[src/rtl/planificador_displays.sv]
// Scan scheduler for the three floor displays: one display lit per tick,
// with per-floor blink and lamp test. All outputs come straight from flops.
module planificador_displays #(
    parameter int unsigned BLINK_HALF = 75
) (
    input  logic       clockInt_150Hz,
    input  logic       reset,
    input  logic [2:0] habilitaPisos,
    input  logic [3:0] digitoPiso1,
    input  logic [3:0] digitoPiso2,
    input  logic [3:0] digitoPiso3,
    input  logic [2:0] parpadeo,
    input  logic       prueba,
    output logic [2:0] anodos,
    output logic [6:0] segmentos,
    output logic [1:0] pisoActivo
);

    localparam logic [2:0] S_IDLE = 3'b000;
    localparam logic [2:0] S_P1   = 3'b100;
    localparam logic [2:0] S_P2   = 3'b010;
    localparam logic [2:0] S_P3   = 3'b001;

    localparam int unsigned CNT_W = (BLINK_HALF > 1) ? $clog2(BLINK_HALF) : 1;
    localparam logic [CNT_W-1:0] CNT_LAST = CNT_W'(BLINK_HALF - 1);

    localparam logic [6:0] SEG_BLANK = 7'h00;
    localparam logic [6:0] SEG_ALL   = 7'h7F;

    logic [2:0]       state_q, state_d;
    logic [6:0]       seg_q, seg_d;
    logic [1:0]       piso_q, piso_d;
    logic [CNT_W-1:0] cntBlink_q, cntBlink_d;
    logic             faseOff_q, faseOff_d;

    logic [3:0] digito_sel;
    logic [6:0] seg_dec;
    logic       blink_sel;
    logic       wrap;

    function automatic logic [6:0] decode7(input logic [3:0] code);
        logic [6:0] s;
        case (code)
            4'h0:    s = 7'h7E;
            4'h1:    s = 7'h30;
            4'h2:    s = 7'h6D;
            4'h3:    s = 7'h79;
            4'h4:    s = 7'h33;
            4'h5:    s = 7'h5B;
            4'h6:    s = 7'h5F;
            4'h7:    s = 7'h70;
            4'h8:    s = 7'h7F;
            4'h9:    s = 7'h7B;
            4'hA:    s = 7'h01;
            default: s = 7'h00;
        endcase
        return s;
    endfunction

    // Cyclic search 1->2->3->1 starting after the current slot, even if the
    // current floor itself has just been masked off.
    always_comb begin
        state_d = S_IDLE;
        if (habilitaPisos != 3'b000) begin
            case (state_q)
                S_P1: begin
                    if (habilitaPisos[1])      state_d = S_P2;
                    else if (habilitaPisos[0]) state_d = S_P3;
                    else                       state_d = S_P1;
                end
                S_P2: begin
                    if (habilitaPisos[0])      state_d = S_P3;
                    else if (habilitaPisos[2]) state_d = S_P1;
                    else                       state_d = S_P2;
                end
                S_P3: begin
                    if (habilitaPisos[2])      state_d = S_P1;
                    else if (habilitaPisos[1]) state_d = S_P2;
                    else                       state_d = S_P3;
                end
                default: begin
                    if (habilitaPisos[2])      state_d = S_P1;
                    else if (habilitaPisos[1]) state_d = S_P2;
                    else                       state_d = S_P3;
                end
            endcase
        end
    end

    always_comb begin
        digito_sel = 4'hF;
        piso_d     = 2'd0;
        case (state_d)
            S_P1: begin digito_sel = digitoPiso1; piso_d = 2'd1; end
            S_P2: begin digito_sel = digitoPiso2; piso_d = 2'd2; end
            S_P3: begin digito_sel = digitoPiso3; piso_d = 2'd3; end
            default: begin digito_sel = 4'hF; piso_d = 2'd0; end
        endcase
    end

    assign seg_dec = decode7(digito_sel);
    // One-hot state shares bit order with parpadeo, so a mask picks the bit.
    assign blink_sel = |(parpadeo & state_d);

    always_comb begin
        if (state_d == S_IDLE)          seg_d = SEG_BLANK;
        else if (prueba)                seg_d = SEG_ALL;
        else if (faseOff_q && blink_sel) seg_d = SEG_BLANK;
        else                            seg_d = seg_dec;
    end

    assign wrap       = (cntBlink_q == CNT_LAST);
    assign cntBlink_d = wrap ? '0 : cntBlink_q + 1'b1;
    assign faseOff_d  = faseOff_q ^ wrap;

    always_ff @(posedge clockInt_150Hz) begin
        if (reset) begin
            state_q    <= S_P1;
            seg_q      <= SEG_BLANK;
            piso_q     <= 2'd1;
            cntBlink_q <= '0;
            faseOff_q  <= 1'b0;
        end else begin
            state_q    <= state_d;
            seg_q      <= seg_d;
            piso_q     <= piso_d;
            cntBlink_q <= cntBlink_d;
            faseOff_q  <= faseOff_d;
        end
    end

    assign anodos     = state_q;
    assign segmentos  = seg_q;
    assign pisoActivo = piso_q;

endmodule
[config.mk]
export PLATFORM = sky130hd
export DESIGN_NAME = planificador_displays
export DESIGN_NICKNAME = d
export VERILOG_FILES = /design/src/rtl/planificador_displays.sv
export SDC_FILE = /design/constraint.sdc
export NUM_CORES = 1
export LEC_CHECK = 0
export ABC_CLOCK_PERIOD_IN_PS = 4100
export CAP_MARGIN = 40
export CORE_MARGIN = 2
export CORE_UTILIZATION = 65
export CTS_CLUSTER_DIAMETER = 50
export CTS_CLUSTER_SIZE = 24
export DETAILED_ROUTE_END_ITERATION = 16
export DONT_BUFFER_PORTS = 1
export PLACE_DENSITY = 0.81
export SLEW_MARGIN = 10
export SYNTH_ARGS = -nofsm -noshare
export SYNTH_HDL_FRONTEND = slang
export SYNTH_SLANG_ARGS = --single-unit
export TNS_END_PERCENT = 20
[constraint.sdc]
create_clock -name clockInt_150Hz -period 4.1 [get_ports clockInt_150Hz]
set_clock_uncertainty 0.2 [all_clocks]
set_input_delay 0.41 -clock clockInt_150Hz [delete_from_list [all_inputs] [get_ports clockInt_150Hz]]
set_output_delay 0.41 -clock clockInt_150Hz [all_outputs]
set_load 0.1 [all_outputs]
# Yosys cells after proc, flatten, opt, wreduce, memory -nomap -nowiden
# Memories as Yosys holds them, arrays and structs flattened.
# Cells that the tools add are included.
# W data, S select, Z words.
[op_classes]
add_sub_neg = 1
reduce_logical = 6
n_mux = 12
eq_ne = 6
n_bitwise = 2
[op_table]
columns = ["cell", "n"]
rows = [
  ["$mux W3", 6],
  ["$mux W7", 2],
  ["$pmux W4 S3", 1],
  ["$add A7 B1 Y7 const B", 1],
  ["$eq A7 B7 Y1 const B", 1],
  ["$eq A3 B2 Y1 const B", 2],
  ["$eq A3 B3 Y1 const B", 2],
  ["$pmux W2 S3", 1],
  ["$pmux W3 S2", 1],
  ["$reduce_or A2 Y1", 2],
  ["$and A3 B3 Y3", 1],
  ["$eq A3 B1 Y1 const B", 1],
  ["$logic_not A3 Y1", 1],
  ["$reduce_bool A3 Y1", 1],
  ["$reduce_or A3 Y1", 1],
  ["$mux W2", 1],
  ["$logic_and A1 B1 Y1", 1],
  ["$xor A1 B1 Y1", 1],
]
[word_totals]
out_inout_bits = 12
memories = 1
romBits = 112
inputBits = 21
word_cells = 33
regBits = 20
[memory_table]
columns = ["name", "depth", "word_bits", "rd", "rd_clocked_by_memory_dff", "write_ports", "line", "source"]
rows = [
  ["(name not given)", 16, 7, 1, 0, 0, "43", "case (code)"],
]

# Depth between registers and ports, before layout
# Gate-level depths: netlist (run 1).
[depth]
depth_word = 9
mapped_depth = 11
mapped_depth_nobuf = 9

# Worst setup path after synthesis (run 1)
# Ideal clock, no wire load.
[synth_path]
path_kind = "flip-flop to flip-flop"
startpoint = "reg state_q[2], in the netlist anodos[2]"
endpoint = "reg seg_q[1], in the netlist segmentos[1]"
arrival_ps = 2628
path_stages_with_launch = 10
path_buffers = 0
setup_slack_ps = 1202
period_less_slack_ps = 2898
required_time_ps = 3830
setup_ps = 70
cell_sequence = "dfxtp_1 > o21ai_1 > o211ai_1 > o221ai_1 > nor2_1 > inv_1 > ha_1 > and2_1 > a21o_1 > a21oi_1"
[synth_between]
elab_chain_cells = 8
word_cells_on_any_way = 16
cone_classes = "eq/ne: 5; mux: 5; bitwise: 1; reduce/logical: 4; memory: 1"
[synth_rtl]
columns = ["item", "line", "source"]
rows = [
  ["from (decl)", "30", "logic [2:0] state_q, state_d;"],
  ["from (signal assigned)", "124", "state_q <= state_d;"],
  ["$eq A3 B2 Y1 or $eq A3 B3 Y1 (tied branches)", "65", "case (state_q)"],
  ["$pmux W3 S2 (*)", "65", ""],
  ["$mux W3 (*)", "64", "if (habilitaPisos != 3'b000) begin"],
  ["$eq A3 B1 Y1, or another cell as far along", "93", "case (state_d)"],
  ["$pmux W4 S3 or $reduce_or A3 Y1 (tied branches)", "93, 103", ""],
  ["$mem_v2 Z16 W7 or $logic_and A1 B1 Y1 (tied branches)", "n/a", ""],
  ["$mux W7", "108", "else if (faseOff_q && blink_sel) seg_d = SEG_BLANK;"],
  ["$mux W7", "107", "else if (prueba) seg_d = SEG_ALL;"],
  ["to (signal assigned)", "125", "seg_q <= seg_d;"],
  ["to (decl)", "31", "logic [6:0] seg_q, seg_d;"],
]
# Mark *: on every way between the ends. The rest lies on a longest branch, timed or not.
# A chain may end at the register's enable or synchronous reset.

# Worst setup path after layout (run 1)
[layout_path]
startpoint = "reg state_q[2], in the netlist anodos[2]"
endpoint = "reg seg_q[0], in the netlist segmentos[0]"
# The elaborated chain is that of the path after synthesis.

==> results.cfg, run 1 <==
[status]
outcome = finished clean

[detailed_routing]
vias_per_cell = 5.90
wire_per_inst_um = 14.7
ant_nets = 0
first_pass_iters = 4
drtIter0Drc = 23
routed_wl_mm = 2.42
num_vias = 968
drc_errors = 0

[place]
dp_hpwl_mm = 1.86
place_congestion = 0.893
post_dp_cell_area_um2 = 1340
dp_cells = 159
io_buffers = 0

[timing]
fin_tns_setup_ns = 0
drv_slew = 0
relSlewSlack_pct = 62.1
rsz0062_at_grt = false
fin_crit_sh_pct = 64.3
holdWs_ns = 0.0343
worstMarginPinSlew_ns = 0.560
fmax_mhz = 379
final_hold_viol_count = 0
timing.final.crit_period_ns = 2.64
finalSetupViolCount = 0

[cells_and_area]
nets = 168
fillCellCount = 98
diodes = 0
final_cells = 164
layout.cell_area.non_filler_um2 = 1400
drive_gt1_share_pct = 18.0
syn_to_final_growth_pct = 20.7

[grt]
grtUsageTotal_pct = 25.0
grt_overflow_total = 0
grt_max_degree = 13
first_global_vias = 920
antenna_found_initial = 0
grt_pass1_wl_mm = 3.89

[synth]
synth_top_area_share_pct = 34.6
yosysUniqueCellTypes = 43
ys_top_cells_by_area = dfxtp_1, ha_1, o2111ai_1
synth_edf_count = 0
synth_top_area_cell = dfxtp_1
synthFlopType = dfxtp_1
netlist_instances = 125
async_flop_share_pct = 0
yosysWarnings = 0
synth.most_common_cell = dfxtp_1
ys_top_cells_by_count = dfxtp_1, nor2_1, inv_1, ha_1, o2111ai_1
synth_nets = 153
synth.ff_latch_count = 20
syn_area_um2 = 1160
avgSynthCellArea_um2 = 9.27
ys_seq_area_share_pct = 34.6

[setup_path]
critPathMaxFanout = 10
worstSetupStartpointType = flip-flop
critical_path_arrival_ns = 2.69
crit_required_ns = 4.16
worstSetupEndpointType = flip-flop
path_class = reg -> reg

[clocking]
clk_pin_slew_ns = 0.12
cts_tree = yes
worst_skew_pair.late_latency_ns = 0.30
cts_buffer_depth = 2
cts_resized = 0
cts_max_level = 1
cts_setup_buffers = 0
clock-sinks = 20
cts.hold.buffers_added = 1
cts_buffers = 3
clk_root_buffer_cell = clkbuf_4

[die]
num_rows = 15
die-area_um2 = 2140
die_x_um = 46.2
pin_count = 33
core_um2 = 1710
die_h_um = 46.2
initial_core_util_pct = 67.8

[power]
pwr_density_cell_nw_per_um2 = 430
peakVddDrop_uv = 312
clkPwrFrac_pct = 26.7
power_switching_share_pct = 36.9
internal-power_uw = 380
p_seq_share_pct = 37.1
p_switching_uw = 222
power_leakage_uw = 0.000575
comb_power_share_pct = 36.2

[min_path]
hold_class = in -> reg

[flow_run]
maxCapViolations = 0
logic make-up (layout without fill, tap and decap cells):
logic type	count (synthesis)	count (layout)	synth area share (%)
XOR/XNOR	6	6	4.54
buffers and inverters	12	26	4.97
AND/OR/NAND/NOR	43	43	20.2
adder cells (fa/ha/maj)	7	7	7.56
flip-flops	20	20	34.6
AO/OA/AOI/OAI	35	35	26.2
multiplexers	2	2	1.94
path summary, 6_finish.rpt:
| check | start | end | slack, ns | cells past startpoint |
|---|---|---|---|---|
| worst max-delay path | anodos[2]$_SDFF_PP1_ | segmentos[0]$_SDFF_PP0_ | 1.46 | 9 |
| worst min-delay path | reset | anodos[2]$_SDFF_PP1_ | 0.03 | 1 |
| worst min register to register | cntBlink_q[0]$_SDFF_PP0_ | cntBlink_q[0]$_SDFF_PP0_ | 0.31 | 1 |
| worst max register to register | anodos[2]$_SDFF_PP1_ | segmentos[0]$_SDFF_PP0_ | 1.46 | 9 |
routing by layer:
layer | GRT usage, % | up-vias | routed length [um]
li1 | - | 484 | -
met1 | 32.3 | 446 | 1050
met2 | 43.6 | 35 | 1210
met3 | 4.31 | 3 | 151
met4 | 4.57 | 0 | 11
met5 | 0 | - | 0
power groups by stage:
| stage | combinational (uW) | clock (uW) | sequential, uW |
|---|---|---|---|
| after CTS | 218 | 162 | 224 |
| after global routing | 230 | 171 | 225 |
| final | 218 | 161 | 223 |
| after floorplan | 76.8 | 0 | 311 |
| after global placement | 105 | 0 | 299 |
| after detailed placement | 216 | 0 | 227 |
cell usage in the layout, fill, tap and decap left out, drive strengths merged:
cell type,n
ha,7
xor2,5
nand2b,3
nand2,1
o221ai,1
a211oi,1
o211ai,6
mux2,2
nand3,5
a21o,1
o31ai,2
clkbuf,3
o22ai,1
o211a,2
and2,3
o31a,1
a21oi,4
nor4b,2
a21boi,3
inv,9
o311ai,2
o21ai,2
a31oi,2
buf,12
o2111ai,7
and3,1
nor2,17
dlygate4sd3,1
nand4bb,2
nor3,2
nor2b,4
dfxtp,20
nor3b,1
bufinv,1
xnor2,1
or2,2
state kept, by name (all words and copies together), names as in the netlist:
| signal | flops |
|---|---|
| anodos | 3 |
| cntBlink_q | 7 |
| faseOff_q | 1 |
| pisoActivo | 2 |
| segmentos | 7 |
stage by stage:
step                      power [uW]  setup WS [ns]  utilization [%]
after detailed placement         443           1.51             78.2
after global placement           404           1.62             69.6
after global routing             627           1.18             81.9
final                            602           1.46             81.9
after floorplan                  388           1.20                -
after CTS                        603           1.47             81.9
worst max-delay path, cell delays in order, from the launching register on:
cell and delay (ns):
dfxtp_1 0.38, nand4bb_1 0.50, o211ai_2 0.28, o221ai_1 0.17
nor2_1 0.27, inv_1 0.11, ha_1 0.23, and2_1 0.15
nor3_1 0.14, o31a_1 0.15
area by class of cell:
| class | count | area, um^2 | area share, % |
|---|---|---|---|
| Clock inverter | 1 | 30.0 | 2.15 |
| Inverter | 9 | 33.8 | 2.42 |
| Timing Repair Buffer | 13 | 180 | 12.9 |
| Clock buffer | 3 | 22.5 | 1.61 |
| Multi-Input combinational cell | 93 | 701 | 50.1 |
| Sequential cell | 20 | 400 | 28.6 |
| Tap cell | 25 | 31.3 | 2.24 |
Note: power is estimated with default switching activity, not from simulation.
==> run 2: changes to the inputs <==
--- a/config.mk
+++ b/config.mk
@@ -5,15 +5,15 @@
 export SDC_FILE = /design/constraint.sdc
 export NUM_CORES = 1
 export LEC_CHECK = 0
-export ABC_CLOCK_PERIOD_IN_PS = 4100
+export ABC_CLOCK_PERIOD_IN_PS = 2750
 export CAP_MARGIN = 40
 export CORE_MARGIN = 2
-export CORE_UTILIZATION = 65
+export CORE_UTILIZATION = 61
 export CTS_CLUSTER_DIAMETER = 50
 export CTS_CLUSTER_SIZE = 24
 export DETAILED_ROUTE_END_ITERATION = 16
 export DONT_BUFFER_PORTS = 1
-export PLACE_DENSITY = 0.81
+export PLACE_DENSITY = 0.77
 export SLEW_MARGIN = 10
 export SYNTH_ARGS = -nofsm -noshare
 export SYNTH_HDL_FRONTEND = slang
==> constraint.sdc (replaced) <==
create_clock -name clockInt_150Hz -period 2.75 [get_ports clockInt_150Hz]
set_clock_uncertainty 0.2 [all_clocks]
set_input_delay 0.275 -clock clockInt_150Hz [delete_from_list [all_inputs] [get_ports clockInt_150Hz]]
set_output_delay 0.275 -clock clockInt_150Hz [all_outputs]
set_load 0.1 [all_outputs]
==> run 2 against run 1 <==
- sequential cell count unchanged
- fmax increased by 3.1%
- utilization down 0.42 points
- sequential share of layout area decreased by 0.51 points
- count of clock-buffer cells in the layout unchanged
- worst hold slack got worse by 0.016 ns
- routed wire length grew 7.4%
- power rose by 50%
- clock power increased by 49%
- via count grew 7.0%
- critical path type unchanged
- critical endpoint unchanged
- largest power group unchanged
==> results.cfg, run 2 (synthesis gave the netlist of run 1 again) <==
[setup_path]
worstRegToRegCells = 9
worst-r2r-setup-slack_ns = 0.19
worstSetupStartpointType = flip-flop
critPathMaxFanout = 7
crit_required_ns = 2.75
critical_path_arrival_ns = 2.56
path_class = reg -> reg
worstSetupEndpointType = flip-flop

[detailed_routing]
drtIter0Drc = 22
vias_per_cell = 6.13
num_vias = 1036
first_pass_iters = 4
routed_wl_mm = 2.60
ant_nets = 0
wire_per_inst_um = 15.4
drc_errors = 0

[timing]
final_hold_viol_count = 0
worstMarginPinSlew_ns = 0.594
fmax_mhz = 391
drv_slew = 0
relSlewSlack_pct = 59.8
finalSetupViolCount = 0
rsz0062_at_grt = false
fin_tns_setup_ns = 0
fin_crit_sh_pct = 93.0
timing.final.crit_period_ns = 2.56
holdWs_ns = 0.0187

[cells_and_area]
diodes = 0
nets = 173
fillCellCount = 122
multi_input_area_um2 = 701
layout.area.seq_um2 = 404
mostFrequentLayoutCells = dfxtp_1, nor2_1, inv_1, buf_8
layout_commonest_cell = dfxtp_1
syn_to_final_growth_pct = 24.1
drive_gt1_share_pct = 20.1

[grt]
grt_pass1_wl_mm = 4.05
first_global_vias = 983
grt_overflow_total = 0
antenna_found_initial = 0
grtUsageTotal_pct = 25.7
grt_max_degree = 13

[clocking]
cts_resized = 0
cts_tree = yes
worst_skew_pair.late_latency_ns = 0.31
cts_setup_buffers = 0
cts_max_level = 1
clk_pin_slew_ns = 0.12
clk_root_buffer_cell = clkbuf_4
clock-sinks = 20
cts_buffers = 3
cts_buffer_depth = 2

[die]
pin_count = 33
die-area_um2 = 2260
initial_core_util_pct = 65.7
num_rows = 15
die_h_um = 47.6
die_x_um = 47.6
core_um2 = 1760

[min_path]
hold_class = in -> reg
min_path_cells = 2

[place]
dp_hpwl_mm = 1.91
io_buffers = 0
place_congestion = 0.889

[power]
pwr_density_cell_nw_per_um2 = 628
p_total_uw = 903
peakVddDrop_uv = 586
power_leakage_uw = 0.000594

[status]
outcome = finished clean

[flow_run]
maxCapViolations = 0
[run 2: changes by cell type in the layout (fill, tap and decap cells not counted)]
cell | previous run | this run
buf_16 | 1 | 0
buf_4 | 3 | 4
buf_8 | 8 | 9
dfxtp_1 | 20 | 17
dfxtp_2 | 0 | 3
dlygate4sd3_1 | 1 | 5
[run 2: report_power, final]
part | internal, uW | switching, uW | leakage [uW] | total, uW
Sequential | 313 | 18.9 | 0.000166 | 332
Clock | 147 | 92.8 | 0.0000279 | 240
Combinational | 106 | 225 | 0.000400 | 331
[run 2: final timing paths]
kind,startpoint,end
min,prueba,segmentos[5]$_SDFF_PP0_
max,anodos[1]$_SDFF_PP0_,segmentos[0]$_SDFF_PP0_
min reg2reg,cntBlink_q[0]$_SDFF_PP0_,cntBlink_q[0]$_SDFF_PP0_
max reg2reg,anodos[1]$_SDFF_PP0_,segmentos[0]$_SDFF_PP0_
[run 2: area by class of cell]
cell class,count,share of cell area [%]
Clock buffer,3,1.57
Clock inverter,1,2.09
Inverter,9,2.35
Multi-Input combinational cell,93,48.7
Sequential cell,20,28.1
Tap cell,25,2.18
Timing Repair Buffer,18,15.0
[run 2: what timing repair did]
item,CTS,global route
endpoints found under the setup margin,0,0
hold endpoints to repair,12,0
hold buffers,5,0
[run 2: layer usage]
layer | vias up | GRT usage, % | part of all wire (%)
li1 | 497 | - | -
met1 | 489 | 29.4 | 40
met4 | 0 | 8.65 | 1.1
met2 | 46 | 45.9 | 51
met3 | 4 | 7.17 | 7.3
met5 | - | 0 | 0
[run 2: stage by stage]
stage / util [%] / cells / area, um^2 / setup WS, ns
6_report: 81.5 / 169 / 1440 / 0.193
5_1_grt: 81.5 / 169 / 1440 / 0.0134
4_1_cts: 81.5 / 169 / 1440 / 0.248
3_5_place_dp: 75.7 / 160 / 1340 / 0.292
3_3_place_gp: 68.0 / 151 / 1200 / 0.425
2_1_floorplan: - / 125 / 1160 / 0.225
[run 2: critical path, stage by stage, from the launching register on]
cell and delay [ns]:
dfxtp_2 0.37, nor4b_1 0.57, o311ai_0 0.25, o221ai_1 0.14
nor2_1 0.14, inv_1 0.10, ha_1 0.17, and2_1 0.17
nor3_1 0.06, o31a_1 0.28
==> run 3: changes to the inputs <==
--- a/config.mk
+++ b/config.mk
@@ -14,6 +14,7 @@
 export DETAILED_ROUTE_END_ITERATION = 16
 export DONT_BUFFER_PORTS = 1
 export PLACE_DENSITY = 0.77
+export SETUP_SLACK_MARGIN = 0.05
 export SLEW_MARGIN = 10
 export SYNTH_ARGS = -nofsm -noshare
 export SYNTH_HDL_FRONTEND = slang
==> run 3 against run 2 <==
- final area unchanged
- register-to-register slack improved by 0.08 ns
- utilization did not move
- count of clock-buffer cells in the layout unchanged
- non-clock buffer count unchanged
- largest power group unchanged
- die area did not move
- worst hold slack better by 0.0022 ns
- combinational power hardly changed
- largest cell class unchanged
- critical path type unchanged
- cell count is the same
- via count rose by 0.29%
- sequential cell count unchanged
==> results.cfg, run 3 (synthesis gave the netlist of run 1 again) <==
[grt]
grt_overflow_total = 0
grtUsageTotal_pct = 25.7
grt-busiest-layer = met2
use_met2_pct = 45.9
first_global_vias = 983
grt_pass1_wl_mm = 4.05
antenna_found_initial = 0
grt_max_degree = 13
use_met3_pct = 7.17
grtUsageMet1_pct = 29.4

[clocking]
cts_max_level = 1
clk_root_buffer_cell = clkbuf_4
cts_setup_buffers = 0
cts_buffers = 3
clock-sinks = 20
cts_tree = yes
cts_buffer_depth = 2
worst_skew_pair.late_latency_ns = 0.30
clk_pin_slew_ns = 0.12

[die]
core_um2 = 1760
pin_count = 33
die-area_um2 = 2260
die_h_um = 47.6
initial_core_util_pct = 65.7
num_rows = 15
die_x_um = 47.6

[timing]
fin_tns_setup_ns = 0
fmax_mhz = 404
timing.final.crit_period_ns = 2.48
finalSetupViolCount = 0
drv_slew = 0
final_hold_viol_count = 0
worstMarginPinSlew_ns = 0.594
worst_slack_ns = 0.272
fin_crit_sh_pct = 90.1
rsz0062_at_grt = false
relSlewSlack_pct = 59.8

[power]
pwr_density_cell_nw_per_um2 = 627
power_switching_share_pct = 37.1
comb_power_share_pct = 36.8
power_leakage_uw = 0.000595
p_switching_uw = 335
p_seq_share_pct = 36.8
clkPwrFrac_pct = 26.4
p_total_uw = 901
internal-power_uw = 567
peakVddDrop_uv = 587

[detailed_routing]
wire_per_inst_um = 15.3
num_vias = 1039
drc_errors = 0
first_pass_iters = 5
vias_per_cell = 6.15
routed_wl_mm = 2.59
drtIter0Drc = 16
ant_nets = 0

[cells_and_area]
syn_to_final_growth_pct = 24.1
final_util_pct = 81.5
mostFrequentLayoutCells = dfxtp_1, nor2_1, inv_1, buf_8
nets = 173
layout_commonest_cell = dfxtp_1
diodes = 0
drive_gt1_share_pct = 20.1

[setup_path]
path_class = reg -> reg
worstSetupStartpointType = flip-flop
worstSetupEndpointType = flip-flop
critPathMaxFanout = 7
crit_required_ns = 2.75
critical_path_arrival_ns = 2.47
worst-r2r-setup-slack_ns = 0.27

[place]
dp_hpwl_mm = 1.91
pre_cts_ws_ns = 0.292
place_congestion = 0.889
io_buffers = 0

[status]
outcome = finished clean

[flow_run]
maxCapViolations = 0

[min_path]
hold_class = in -> reg
## run 3: cell counts in the layout (fill, tap and decap cells not counted)
No cell type changed its count.
## run 3: final timing paths
kind	cells past startpoint	start	endpoint
hold / removal	2	prueba	segmentos[5]$_SDFF_PP0_
setup reg to reg	9	anodos[1]$_SDFF_PP0_	segmentos[0]$_SDFF_PP0_
setup / recovery	9	anodos[1]$_SDFF_PP0_	segmentos[0]$_SDFF_PP0_
hold reg to reg	1	cntBlink_q[0]$_SDFF_PP0_	cntBlink_q[0]$_SDFF_PP0_
## run 3: per-layer routing
layer	vias to the layer above	wire (um)	part of all wire (%)
met4	0	30	1.2
li1	497	-	-
met5	-	0	0
met2	48	1340	52
met1	490	1010	39
met3	4	201	7.8
## run 3: stage by stage
stage | area, um^2 | hold slack (ns) | cells
CTS | 1440 | 0.0243 | 169
global route | 1440 | 0.00252 | 169
finish | 1440 | 0.0209 | 169
floorplan | 1160 | 0.140 | 125
detailed placement | 1340 | 0.142 | 160
global placement | 1200 | 0.143 | 151
## run 3: layout make-up
class,count,area (um^2)
multi-input combinational,93,701
sequential,20,404
clock buffer,3,22.5
timing repair buffer,18,215
tap,25,31.3
clock inverter,1,30.0
inverter,9,33.8
fill,122,327
## run 3: repair_timing
action,in CTS,in global routing
endpoints found under the hold margin,12,0
gates resized for setup,0,1
hold buffers,5,0
setup endpoints to repair,0,3
## run 3: critical path, cell delays in order, from the launching register on
cell and delay [ns]:
dfxtp_2 0.36, nor4b_1 0.57, o311ai_1 0.20, o221ai_1 0.13
nor2_1 0.14, inv_1 0.10, ha_1 0.17, and2_1 0.16
nor3_1 0.05, o31a_1 0.28
## run 3: power groups by stage
stage	combinational, uW	clock (uW)	sequential [uW]
after floorplan	114	0	464
after detailed placement	318	0	338
after global placement	157	0	445
after CTS	329	242	332
after global routing	347	252	334
final	332	238	332
